--- config.mk ---
export PLATFORM = sky130hd
export DESIGN_NAME = rs_decode_arbiter_flat
export DESIGN_NICKNAME = d
export VERILOG_FILES = /design/src/rtl/rs_decode_arbiter_if.sv /design/src/rtl/rs_decode_arbiter.sv /design/src/flat_wrapper.sv
export SDC_FILE = /design/constraint.sdc
export NUM_CORES = 1
export LEC_CHECK = 0
export CAP_MARGIN = 20
export CORE_AREA = 2 2 666 668
export CTS_CLUSTER_DIAMETER = 120
export DETAILED_ROUTE_END_ITERATION = 16
export DIE_AREA = 0 0 668 670
export PLACE_DENSITY_LB_ADDON = 0.08
export SETUP_SLACK_MARGIN = 0.3
export SLEW_MARGIN = 20
export SYNTH_ARGS = -nofsm -noshare
export SYNTH_HDL_FRONTEND = slang
export SYNTH_SLANG_ARGS = --single-unit
--- constraint.sdc ---
create_clock -name clk -period 3.3 [get_ports clk]
set_clock_uncertainty 0.2 [all_clocks]
set_input_delay 0.66 -clock clk [delete_from_list [all_inputs] [get_ports clk]]
set_output_delay 0.66 -clock clk [all_outputs]
set_load 0.01 [all_outputs]
--- src/rtl/rs_decode_arbiter_if.sv ---
// Requester, response and decoder-side signals around the shared RS decode engine.
// master = arbiter side, slave = requesters/consumer/decoder side.
interface rs_decode_arbiter_if #(
  parameter int NREQ     = 4,
  parameter int CW_BYTES = 30
);
  localparam int CW  = CW_BYTES * 8;
  localparam int IDW = (NREQ > 1) ? $clog2(NREQ) : 1;

  logic [NREQ-1:0]    req_valid;
  logic [NREQ*CW-1:0] req_data;
  logic [NREQ-1:0]    req_ready;

  logic               resp_valid;
  logic               resp_ready;
  logic [IDW-1:0]     resp_id;
  logic [CW-1:0]      resp_error_pos;
  logic               resp_with_error;
  logic               resp_timeout;

  logic               dec_en;
  logic               dec_clrn;
  logic [CW-1:0]      dec_data;
  logic               dec_ready;
  logic               dec_done;
  logic [CW-1:0]      dec_error_pos;
  logic               dec_with_error;

  logic               busy;
  logic [15:0]        err_count;
  logic [7:0]         timeout_count;

  modport master (
    input  req_valid, req_data, resp_ready,
    input  dec_ready, dec_done, dec_error_pos, dec_with_error,
    output req_ready, resp_valid, resp_id, resp_error_pos, resp_with_error, resp_timeout,
    output dec_en, dec_clrn, dec_data, busy, err_count, timeout_count
  );

  modport slave (
    output req_valid, req_data, resp_ready,
    output dec_ready, dec_done, dec_error_pos, dec_with_error,
    input  req_ready, resp_valid, resp_id, resp_error_pos, resp_with_error, resp_timeout,
    input  dec_en, dec_clrn, dec_data, busy, err_count, timeout_count
  );
endinterface

--- src/rtl/rs_decode_arbiter.sv ---
// Round-robin sharing of one RS decoder among NREQ requesters, with a watchdog that clears a hung decode.
// Grant to dec_en 1 cycle; result 1 cycle after dec_done (or TIMEOUT+1); resp held until resp_ready, no new grant meanwhile.
module rs_decode_arbiter #(
  parameter int NREQ     = 4,
  parameter int CW_BYTES = 30,
  parameter int TIMEOUT  = 255
) (
  input  logic                clk,
  input  logic                rst_n,
  rs_decode_arbiter_if.master bus
);
  localparam int CW  = CW_BYTES * 8;
  localparam int IDW = (NREQ > 1) ? $clog2(NREQ) : 1;

  typedef enum logic [1:0] {IDLE, ISSUE, WAIT, RESPOND} state_t;
  state_t state, state_nxt;

  logic [IDW-1:0]  last_grant;
  logic [IDW-1:0]  cur_id;
  logic [IDW-1:0]  winner;
  logic [CW-1:0]   win_data;
  logic            grant;
  logic            wd_expire;
  logic [15:0]     wd_cnt;
  logic [NREQ-1:0] req_ready_q;
  logic [CW-1:0]   dec_data_q;
  logic [CW-1:0]   resp_error_pos_q;
  logic            resp_with_error_q;
  logic            resp_timeout_q;
  logic [15:0]     err_count_q;
  logic [7:0]      timeout_count_q;

  // Scan distances farthest-first so the requester nearest after last_grant overwrites the rest.
  always_comb begin
    winner = '0;
    for (int k = NREQ; k >= 1; k--) begin
      for (int i = 0; i < NREQ; i++) begin
        if (bus.req_valid[i] && (((int'(last_grant) + k) % NREQ) == i))
          winner = IDW'(i);
      end
    end
  end

  always_comb begin
    win_data = '0;
    for (int i = 0; i < NREQ; i++) begin
      if (winner == IDW'(i))
        win_data = bus.req_data[i*CW +: CW];
    end
  end

  assign grant     = (state == IDLE) && (|bus.req_valid) && bus.dec_ready;
  assign wd_expire = (wd_cnt == 16'(TIMEOUT - 1));

  always_ff @(posedge clk or negedge rst_n) begin
    if (!rst_n) state <= IDLE;
    else        state <= state_nxt;
  end

  // dec_done beats the watchdog when both land in the same cycle.
  always_comb begin
    state_nxt      = state;
    bus.dec_en     = 1'b0;
    bus.dec_clrn   = 1'b1;
    bus.resp_valid = 1'b0;
    bus.busy       = (state != IDLE);
    unique case (state)
      IDLE:    if (grant) state_nxt = ISSUE;
      ISSUE: begin
        bus.dec_en = 1'b1;
        state_nxt  = WAIT;
      end
      WAIT: begin
        if (bus.dec_done) begin
          state_nxt = RESPOND;
        end else if (wd_expire) begin
          bus.dec_clrn = 1'b0;
          state_nxt    = RESPOND;
        end
      end
      RESPOND: begin
        bus.resp_valid = 1'b1;
        if (bus.resp_ready) state_nxt = IDLE;
      end
      default: state_nxt = IDLE;
    endcase
  end

  always_ff @(posedge clk or negedge rst_n) begin
    if (!rst_n) begin
      last_grant        <= IDW'(NREQ - 1);
      cur_id            <= '0;
      wd_cnt            <= '0;
      req_ready_q       <= '0;
      dec_data_q        <= '0;
      resp_error_pos_q  <= '0;
      resp_with_error_q <= 1'b0;
      resp_timeout_q    <= 1'b0;
      err_count_q       <= '0;
      timeout_count_q   <= '0;
    end else begin
      req_ready_q <= '0;
      unique case (state)
        IDLE: begin
          if (grant) begin
            req_ready_q <= NREQ'(1) << winner;
            dec_data_q  <= win_data;
            cur_id      <= winner;
          end
        end
        ISSUE: wd_cnt <= '0;
        WAIT: begin
          wd_cnt <= wd_cnt + 16'd1;
          if (bus.dec_done) begin
            resp_error_pos_q  <= bus.dec_error_pos;
            resp_with_error_q <= bus.dec_with_error;
            resp_timeout_q    <= 1'b0;
            if (bus.dec_with_error && (err_count_q != 16'hFFFF))
              err_count_q <= err_count_q + 16'd1;
          end else if (wd_expire) begin
            resp_error_pos_q  <= '0;
            resp_with_error_q <= 1'b0;
            resp_timeout_q    <= 1'b1;
            if (timeout_count_q != 8'hFF)
              timeout_count_q <= timeout_count_q + 8'd1;
          end
        end
        RESPOND: if (bus.resp_ready) last_grant <= cur_id;
        default: ;
      endcase
    end
  end

  assign bus.req_ready       = req_ready_q;
  assign bus.dec_data        = dec_data_q;
  assign bus.resp_id         = cur_id;
  assign bus.resp_error_pos  = resp_error_pos_q;
  assign bus.resp_with_error = resp_with_error_q;
  assign bus.resp_timeout    = resp_timeout_q;
  assign bus.err_count       = err_count_q;
  assign bus.timeout_count   = timeout_count_q;
endmodule

--- src/flat_wrapper.sv ---
// flat-port wrapper written by rule: the top's interface ports become plain ports
module rs_decode_arbiter_flat 
#(
  parameter int NREQ     = 4,
  parameter int CW_BYTES = 30,
  parameter int TIMEOUT  = 255
)
  (clk, rst_n, bus_req_valid, bus_req_data, bus_resp_ready, bus_dec_ready, bus_dec_done, bus_dec_error_pos, bus_dec_with_error, bus_req_ready, bus_resp_valid, bus_resp_id, bus_resp_error_pos, bus_resp_with_error, bus_resp_timeout, bus_dec_en, bus_dec_clrn, bus_dec_data, bus_busy, bus_err_count, bus_timeout_count);
  rs_decode_arbiter_if #(.NREQ(NREQ), .CW_BYTES(CW_BYTES)) bus_i ();
  input  logic clk;
  input  logic rst_n;
  input wire logic [$bits(bus_i.req_valid)-1:0] bus_req_valid;
  input wire logic [$bits(bus_i.req_data)-1:0] bus_req_data;
  input wire logic [$bits(bus_i.resp_ready)-1:0] bus_resp_ready;
  input wire logic [$bits(bus_i.dec_ready)-1:0] bus_dec_ready;
  input wire logic [$bits(bus_i.dec_done)-1:0] bus_dec_done;
  input wire logic [$bits(bus_i.dec_error_pos)-1:0] bus_dec_error_pos;
  input wire logic [$bits(bus_i.dec_with_error)-1:0] bus_dec_with_error;
  output wire logic [$bits(bus_i.req_ready)-1:0] bus_req_ready;
  output wire logic [$bits(bus_i.resp_valid)-1:0] bus_resp_valid;
  output wire logic [$bits(bus_i.resp_id)-1:0] bus_resp_id;
  output wire logic [$bits(bus_i.resp_error_pos)-1:0] bus_resp_error_pos;
  output wire logic [$bits(bus_i.resp_with_error)-1:0] bus_resp_with_error;
  output wire logic [$bits(bus_i.resp_timeout)-1:0] bus_resp_timeout;
  output wire logic [$bits(bus_i.dec_en)-1:0] bus_dec_en;
  output wire logic [$bits(bus_i.dec_clrn)-1:0] bus_dec_clrn;
  output wire logic [$bits(bus_i.dec_data)-1:0] bus_dec_data;
  output wire logic [$bits(bus_i.busy)-1:0] bus_busy;
  output wire logic [$bits(bus_i.err_count)-1:0] bus_err_count;
  output wire logic [$bits(bus_i.timeout_count)-1:0] bus_timeout_count;
  assign bus_i.req_valid = bus_req_valid;
  assign bus_i.req_data = bus_req_data;
  assign bus_i.resp_ready = bus_resp_ready;
  assign bus_i.dec_ready = bus_dec_ready;
  assign bus_i.dec_done = bus_dec_done;
  assign bus_i.dec_error_pos = bus_dec_error_pos;
  assign bus_i.dec_with_error = bus_dec_with_error;
  assign bus_req_ready = bus_i.req_ready;
  assign bus_resp_valid = bus_i.resp_valid;
  assign bus_resp_id = bus_i.resp_id;
  assign bus_resp_error_pos = bus_i.resp_error_pos;
  assign bus_resp_with_error = bus_i.resp_with_error;
  assign bus_resp_timeout = bus_i.resp_timeout;
  assign bus_dec_en = bus_i.dec_en;
  assign bus_dec_clrn = bus_i.dec_clrn;
  assign bus_dec_data = bus_i.dec_data;
  assign bus_busy = bus_i.busy;
  assign bus_err_count = bus_i.err_count;
  assign bus_timeout_count = bus_i.timeout_count;
  rs_decode_arbiter #(.NREQ(NREQ), .CW_BYTES(CW_BYTES), .TIMEOUT(TIMEOUT)) u_core (.clk(clk), .rst_n(rst_n), .bus(bus_i));
endmodule
==> results of run 1 <==
[cell usage in the layout, fill, tap and decap left out, types with 17 or more instances in the layout]
cell and instances:
a22o_1 240, a31oi_1 46, buf_12 66, buf_4 129
clkbuf_1 28, clkbuf_16 98, clkbuf_8 19, clkdlybuf4s50_1 1687
dfrtp_1 514, diode_2 50, dlygate4sd2_1 34, mux2_2 49
mux2i_1 382, nand2_1 310, nor2_1 31, o21ai_0 17
o221ai_1 192, o22ai_1 50
[metal layers]
layer	GRT usage, %	wire [um]
met1	12.6	101000
met2	25.6	167000
met3	5.14	26800
met4	2.71	7360
met5	0	846
[power breakdown]
group	leakage (uW)	total [uW]	switching [uW]	internal (uW)
combinational	0.0132	21700	11100	10600
clock	0.00146	10200	4190	5990
sequential	0.00660	11900	2430	9430
[cell type report]
| type | count | area (um2) | share of cell area (%) |
|---|---|---|---|
| inverters | 14 | 52.6 | 0.0964 |
| repair buffers | 1918 | 19500 | 35.8 |
| diodes | 50 | 125 | 0.229 |
| clock inverters | 19 | 183 | 0.335 |
| clock buffers | 145 | 2820 | 5.17 |
| flip-flops and latches | 532 | 13300 | 24.5 |
| well taps | 5904 | 7390 | 13.5 |
| multi-input cells | 1441 | 11100 | 20.4 |
[path summary, 6_finish.rpt]
kind / endpoint / start / slack [ps]
setup / recovery: bus_dec_clrn / u_core.wd_cnt[15] / 80
hold / removal: u_core.bus.resp_error_pos[97] / bus_dec_error_pos[97] / 210
setup reg to reg: u_core.bus.dec_data[78] / u_core.last_grant[1] / 470
hold reg to reg: u_core.bus.dec_data[121] / u_core.bus.dec_data[121] / 280
max in group asynchronous: u_core.bus.dec_data[226] / rst_n / 1540
min in group asynchronous: u_core.bus.dec_data[180] / rst_n / 300
[stage by stage]
stage	cell area [um2]	setup WS (ps)
4_1_cts	54400	-56.7
2_1_floorplan	25300	858
3_3_place_gp	51300	-451
6_report	54500	83.7
5_1_grt	54500	-71.7
3_5_place_dp	51300	-456
[cell families (layout without fill, tap and decap cells)]
group	count (synthesis)	after routing	synth area share [%]
mux	432	432	17.4
flops	532	532	52.7
simple gates	405	405	6.68
other cells	0	50	0
compound gates	565	565	18.2
fa+ha+maj	8	8	0.396
buf+inv	208	2096	3.61
xor+xnor	31	31	1.07
[sequential cells by signal (all words and copies together), names as in the netlist]
signal / flops
u_core.bus.dec_data: 240
u_core.bus.req_ready: 4
u_core.bus.err_count: 16
u_core.bus.resp_error_pos: 240
u_core.bus.resp_id: 2
u_core.bus.resp_with_error: 1
u_core.wd_cnt: 16
u_core.last_grant: 2
u_core.state: 2
u_core.bus.resp_timeout: 1
u_core.bus.timeout_count: 8
[what timing repair did]
item,CTS,global route
pin swaps,4,0
setup buffers,7,0
hold buffers,1,0
endpoints found under the setup margin,52,2
hold endpoints to repair,18,0
resized for setup,57,0
==> flow_summary.ini, run 1 <==
[floorplanning]
core.rowCount = 244
die_height_um = 670
start_util_pct = 5.74
io_pins = 1726
fp.dieW_um = 668
dieArea_um2 = 448000
core_um2 = 440000

[synthesis]
synth.top_cells.by_area = dfrtp_1 52%, mux2i_1 15%, a22o_1 8.3%
synth-async-reset-ratio_pct = 100
synth_nets = 3399
post_synth.cell_area_avg_um2 = 11.6
synth_largest_type_area_fraction_pct = 52.5
synth_ff_type = dfrtp_1
yosysSeqAreaShare_pct = 52.7
synth.ff_latch_count = 532
yosys_warnings = 0
cell_area_after_synthesis_um2 = 25300
synth_edf_count = 0
synthCells = 2181
synthDominantAreaCellType = dfrtp_1
synth.most_common_cell = dfrtp_1
netlist-cell-type-count = 45
synth_top_cells_by_count = 530 x dfrtp_1, 383 x mux2i_1, 312 x nand2_1

[run_status]
outcome = completed

[power]
power_density_nw_per_um2 = 803
p_leak_uw = 0.0213
totalPowerFinal_uw = 43800
peakVddDrop_v = 0.000404

[critical_path]
worstPathRequired_ps = 2440
stage_delay_of_the_slowest_cell_on_the_critical_path_ps = 560
path_depth = 4
cp_cell_sequence = or4b_4 -> nor4_4 -> nand2_2 -> buf_12
critical_path.top_delay_family = simple AND/OR/NAND/NOR gates
timing_worst_setup_path_type = reg -> out
slowest_stage = or4b_4
reg2regPathDepth = 9
critPathCaptureType = output pin
worstPathMaxFanout = 2
critPathLaunchType = register
wp_buf_inv = 1
worst-endpoint-arrival_ps = 2360

[cts]
cts_buffer_depth = 4
htree_num_levels = 3
tritoncts_num_sinks = 532
clkLatencyLatePin_ps = 810
clkTransAtPathRegs_ps = 60
number_of_buffers_created_by_cts = 96
root_buffer = clkbuf_16
cts_tree = yes

[sta]
hold_viol = 0
timing_worst_slew_pin_value_ps = 980
timing.final.max_slew_violations = 0
final_setup_violating_endpoints = 0
setup_total_negative_slack_ps = 0
fin_worst_hold_slack_ps = 210
relSlewSlack_pct = 34.7
final.period_utilization_pct = 97.5
final.min_clock_period_ps = 3220
rsz_0062_raised_after_global_routing = yes
max_freq_mhz = 311

[route]
avgRoutedWirePerCell_um = 30.2
drt-initial-drc-count = 1238
residual_antenna_violating_net_count_after_detailed_routing = 0
drt_first_pass_iters = 7
wl_um = 302000
num_vias = 27800
detail_route.drc_violations = 0
post_drt_via_cell_ratio = 2.77

[final_layout]
layout-area-overhead-vs-synth_pct = 116
final_core_utilization_pct = 12.4
layout.filler_cells = 50200
number_of_standard_cells_in_the_layout_taps_in_and_fillers_out = 10000
drive_gt1_share_pct = 10.3
fin_nets = 5221

[global_routing]
gr-usage-all-layers_pct = 13.0
global_route.overflow_total = 0
grt_first_pass_wirelength_um = 374000
grt_antenna_before_repair = 251
grt_start_max_net_pins = 122
via_count_of_the_first_global_routing_pass = 30000

[place]
io_buffer_count = 1725
detailed_place_hpwl_um = 259000
dpl.cell_count = 9801
gp_congestion = 0.794

[min_path]
kind_of_path_behind_the_tightest_hold_check = in -> reg
worstHoldPathCells = 2

[job]
cap_viol_max_count = 0
No activity file was read; power rests on OpenSTA's default activity.
==> run 2, diff against run 1 <==
- PLACE_DENSITY_LB_ADDON: 0.08 -> 0.25
==> run 2 against run 1 <==
  * Worst setup slack got worse by 18 ps
  * Global-route usage increased by 2.2 points
  * Combinational power increased by 5%
  * Hold slack got worse by 65 ps
  * Total power increased by 2.8%
  * Fmax is 0.56% lower
  * Design area is 0.22% higher
  * Via count up 5.0%
  * Clock power is essentially flat
  * Flip-flop and latch count stayed put
  * Die area is the same
  * Critical path type unchanged
  * Highest routed layer unchanged
==> flow_summary.ini, run 2 (synthesis results as in run 1) <==
[floorplanning]
fp.dieW_um = 668
die_height_um = 670
start_util_pct = 5.74
core.rowCount = 244
io_pins = 1726
core_um2 = 440000
dieArea_um2 = 448000

[critical_path]
slowest_stage = or4_4
wp_buf_inv = 1
critPathCaptureType = output pin
critPathLaunchType = register
timing_worst_setup_path_type = reg -> out
worstPathMaxFanout = 3
worstPathRequired_ps = 2440
worst-endpoint-arrival_ps = 2370
stage_delay_of_the_slowest_cell_on_the_critical_path_ps = 570
critical_path.top_delay_family = simple AND/OR/NAND/NOR gates
cp_cell_sequence = or4_4 -> nor4_4 -> nand2_1 -> buf_6

[sta]
relSlewSlack_pct = 34.3
timing.final.max_slew_violations = 0
hold_viol = 0
final.period_utilization_pct = 98.0
final.min_clock_period_ps = 3230
timing_worst_slew_pin_value_ps = 983
rsz_0062_raised_after_global_routing = yes
final_setup_violating_endpoints = 0
max_freq_mhz = 309

[power]
p_leak_uw = 0.0215
totalPowerFinal_uw = 45000
clkPwrFrac_pct = 23.1
power_switching_uw = 18800
p_seq_share_pct = 26.4
power_density_nw_per_um2 = 823
peakVddDrop_v = 0.000425
swShare_pct = 41.8
portion_of_total_power_attributed_to_combinational_logic_pct = 50.6
power.internal_uw = 26200

[final_layout]
layout-area-overhead-vs-synth_pct = 116
fin_area_um2 = 54600
fin_nets = 5237
layout_commonest_cell = clkdlybuf4s50_1
number_of_standard_cells_in_the_layout_taps_in_and_fillers_out = 10000
drive_gt1_share_pct = 11.3
mostFrequentLayoutCells = 1662 x clkdlybuf4s50_1, 515 x dfrtp_1, 382 x mux2i_1

[min_path]
kind_of_path_behind_the_tightest_hold_check = in -> async

[global_routing]
grt_start_max_net_pins = 74
grt_antenna_before_repair = 292
gr-usage-all-layers_pct = 15.2
grt_first_pass_wirelength_um = 423000
via_count_of_the_first_global_routing_pass = 30100
global_route.overflow_total = 0

[cts]
htree_num_levels = 3
tritoncts_num_sinks = 532
clkTransAtPathRegs_ps = 60
number_of_buffers_created_by_cts = 92
cts_tree = yes
cts_buffer_depth = 4
root_buffer = clkbuf_16
clkLatencyLatePin_ps = 810

[route]
wl_um = 353000
num_vias = 29200
detail_route.drc_violations = 0
avgRoutedWirePerCell_um = 35.2
post_drt_via_cell_ratio = 2.91
residual_antenna_violating_net_count_after_detailed_routing = 0
drt_first_pass_iters = 7
drt-initial-drc-count = 1654

[run_status]
outcome = completed

[place]
gp_congestion = 0.941
detailed_place_hpwl_um = 315000
placedInstanceArea_um2 = 51300
io_buffer_count = 1725
dpl.cell_count = 9820

[job]
cap_viol_max_count = 0
[run 2: cell types whose count changed in the layout (fill, tap and decap cells not counted), sizes merged]
cell / change
clkdlybuf4s50: -25
buf: +26
clkinv: +4
diode: -6
inv: +5
clkbuf: -17
bufinv: +6
dlygate4sd2: +14
clkinvlp: +1
dlymetal6s2s: +4
[run 2: power groups by stage]
stage	sequential (uW)	clock (uW)	combinational [uW]
CTS	11900	10900	23300
global placement	12000	0	23400
detailed placement	12000	0	23400
finish	11900	10400	22800
floorplan	12300	0	6930
global route	12200	11000	24100
[run 2: stage by stage]
step / setup WS [ps] / hold WS (ps) / util (%) / TNS [ps]
after floorplan: 858 / 164 / - / 0
after global placement: -564 / 269 / 11.7 / -58120
after detailed placement: -468 / 274 / 11.7 / -38110
after CTS: -44.4 / 79.0 / 12.4 / -88.1
after global routing: -35.3 / 151 / 12.4 / -35.3
final: 65.4 / 145 / 12.4 / 0
[run 2: final timing paths]
check                                         start                             end  slack (ps)  cells after the start
hold reg to reg            u_core.bus.dec_data[144]        u_core.bus.dec_data[144]         290                      2
min in group clk                  bus_req_data[350]        u_core.bus.dec_data[110]         220                      3
hold / removal                                rst_n   u_core.bus.resp_error_pos[14]         140                      2
max in group asynchronous                     rst_n         u_core.bus.dec_data[91]        1570                      5
setup reg to reg                  u_core.wd_cnt[11]  u_core.bus.resp_error_pos[195]         350                      7
setup / recovery                  u_core.wd_cnt[11]                    bus_dec_clrn          70                      4
[run 2: final cells by class]
class | count | area [um2]
well taps | 5904 | 7390
repair buffers | 1938 | 19500
inverters | 14 | 52.6
flip-flops and latches | 532 | 13300
diodes | 44 | 110
fillers | 50000 | 386000
multi-input cells | 1441 | 11200
clock buffers | 127 | 2690
clock inverters | 35 | 417
[run 2: worst register-to-register path: cells and delay by family (launching register included)]
family / cells / cell delay [ps]
AND/OR/NAND/NOR: 2 / 860
AO/OA/AOI/OAI: 2 / 610
flip-flops: 1 / 400
buffers and inverters: 3 / 780
[run 2: layer usage]
metal	vias up	GRT usage (%)	share of wire, %
met3	711	6.32	9.9
li1	12100	-	-
met1	14600	15.3	34
met4	142	4.58	4.0
met2	1685	28.2	52
met5	-	0	0.27
[run 2: timing repair]
| item | in CTS | in global routing |
|---|---|---|
| setup buffers | 4 | 4 |
| pin swaps | 4 | 57 |
| hold buffers | 1 | 0 |
| setup endpoints to repair | 64 | 7 |
| endpoints found under the hold margin | 42 | 0 |
| gates resized for setup | 69 | 15 |
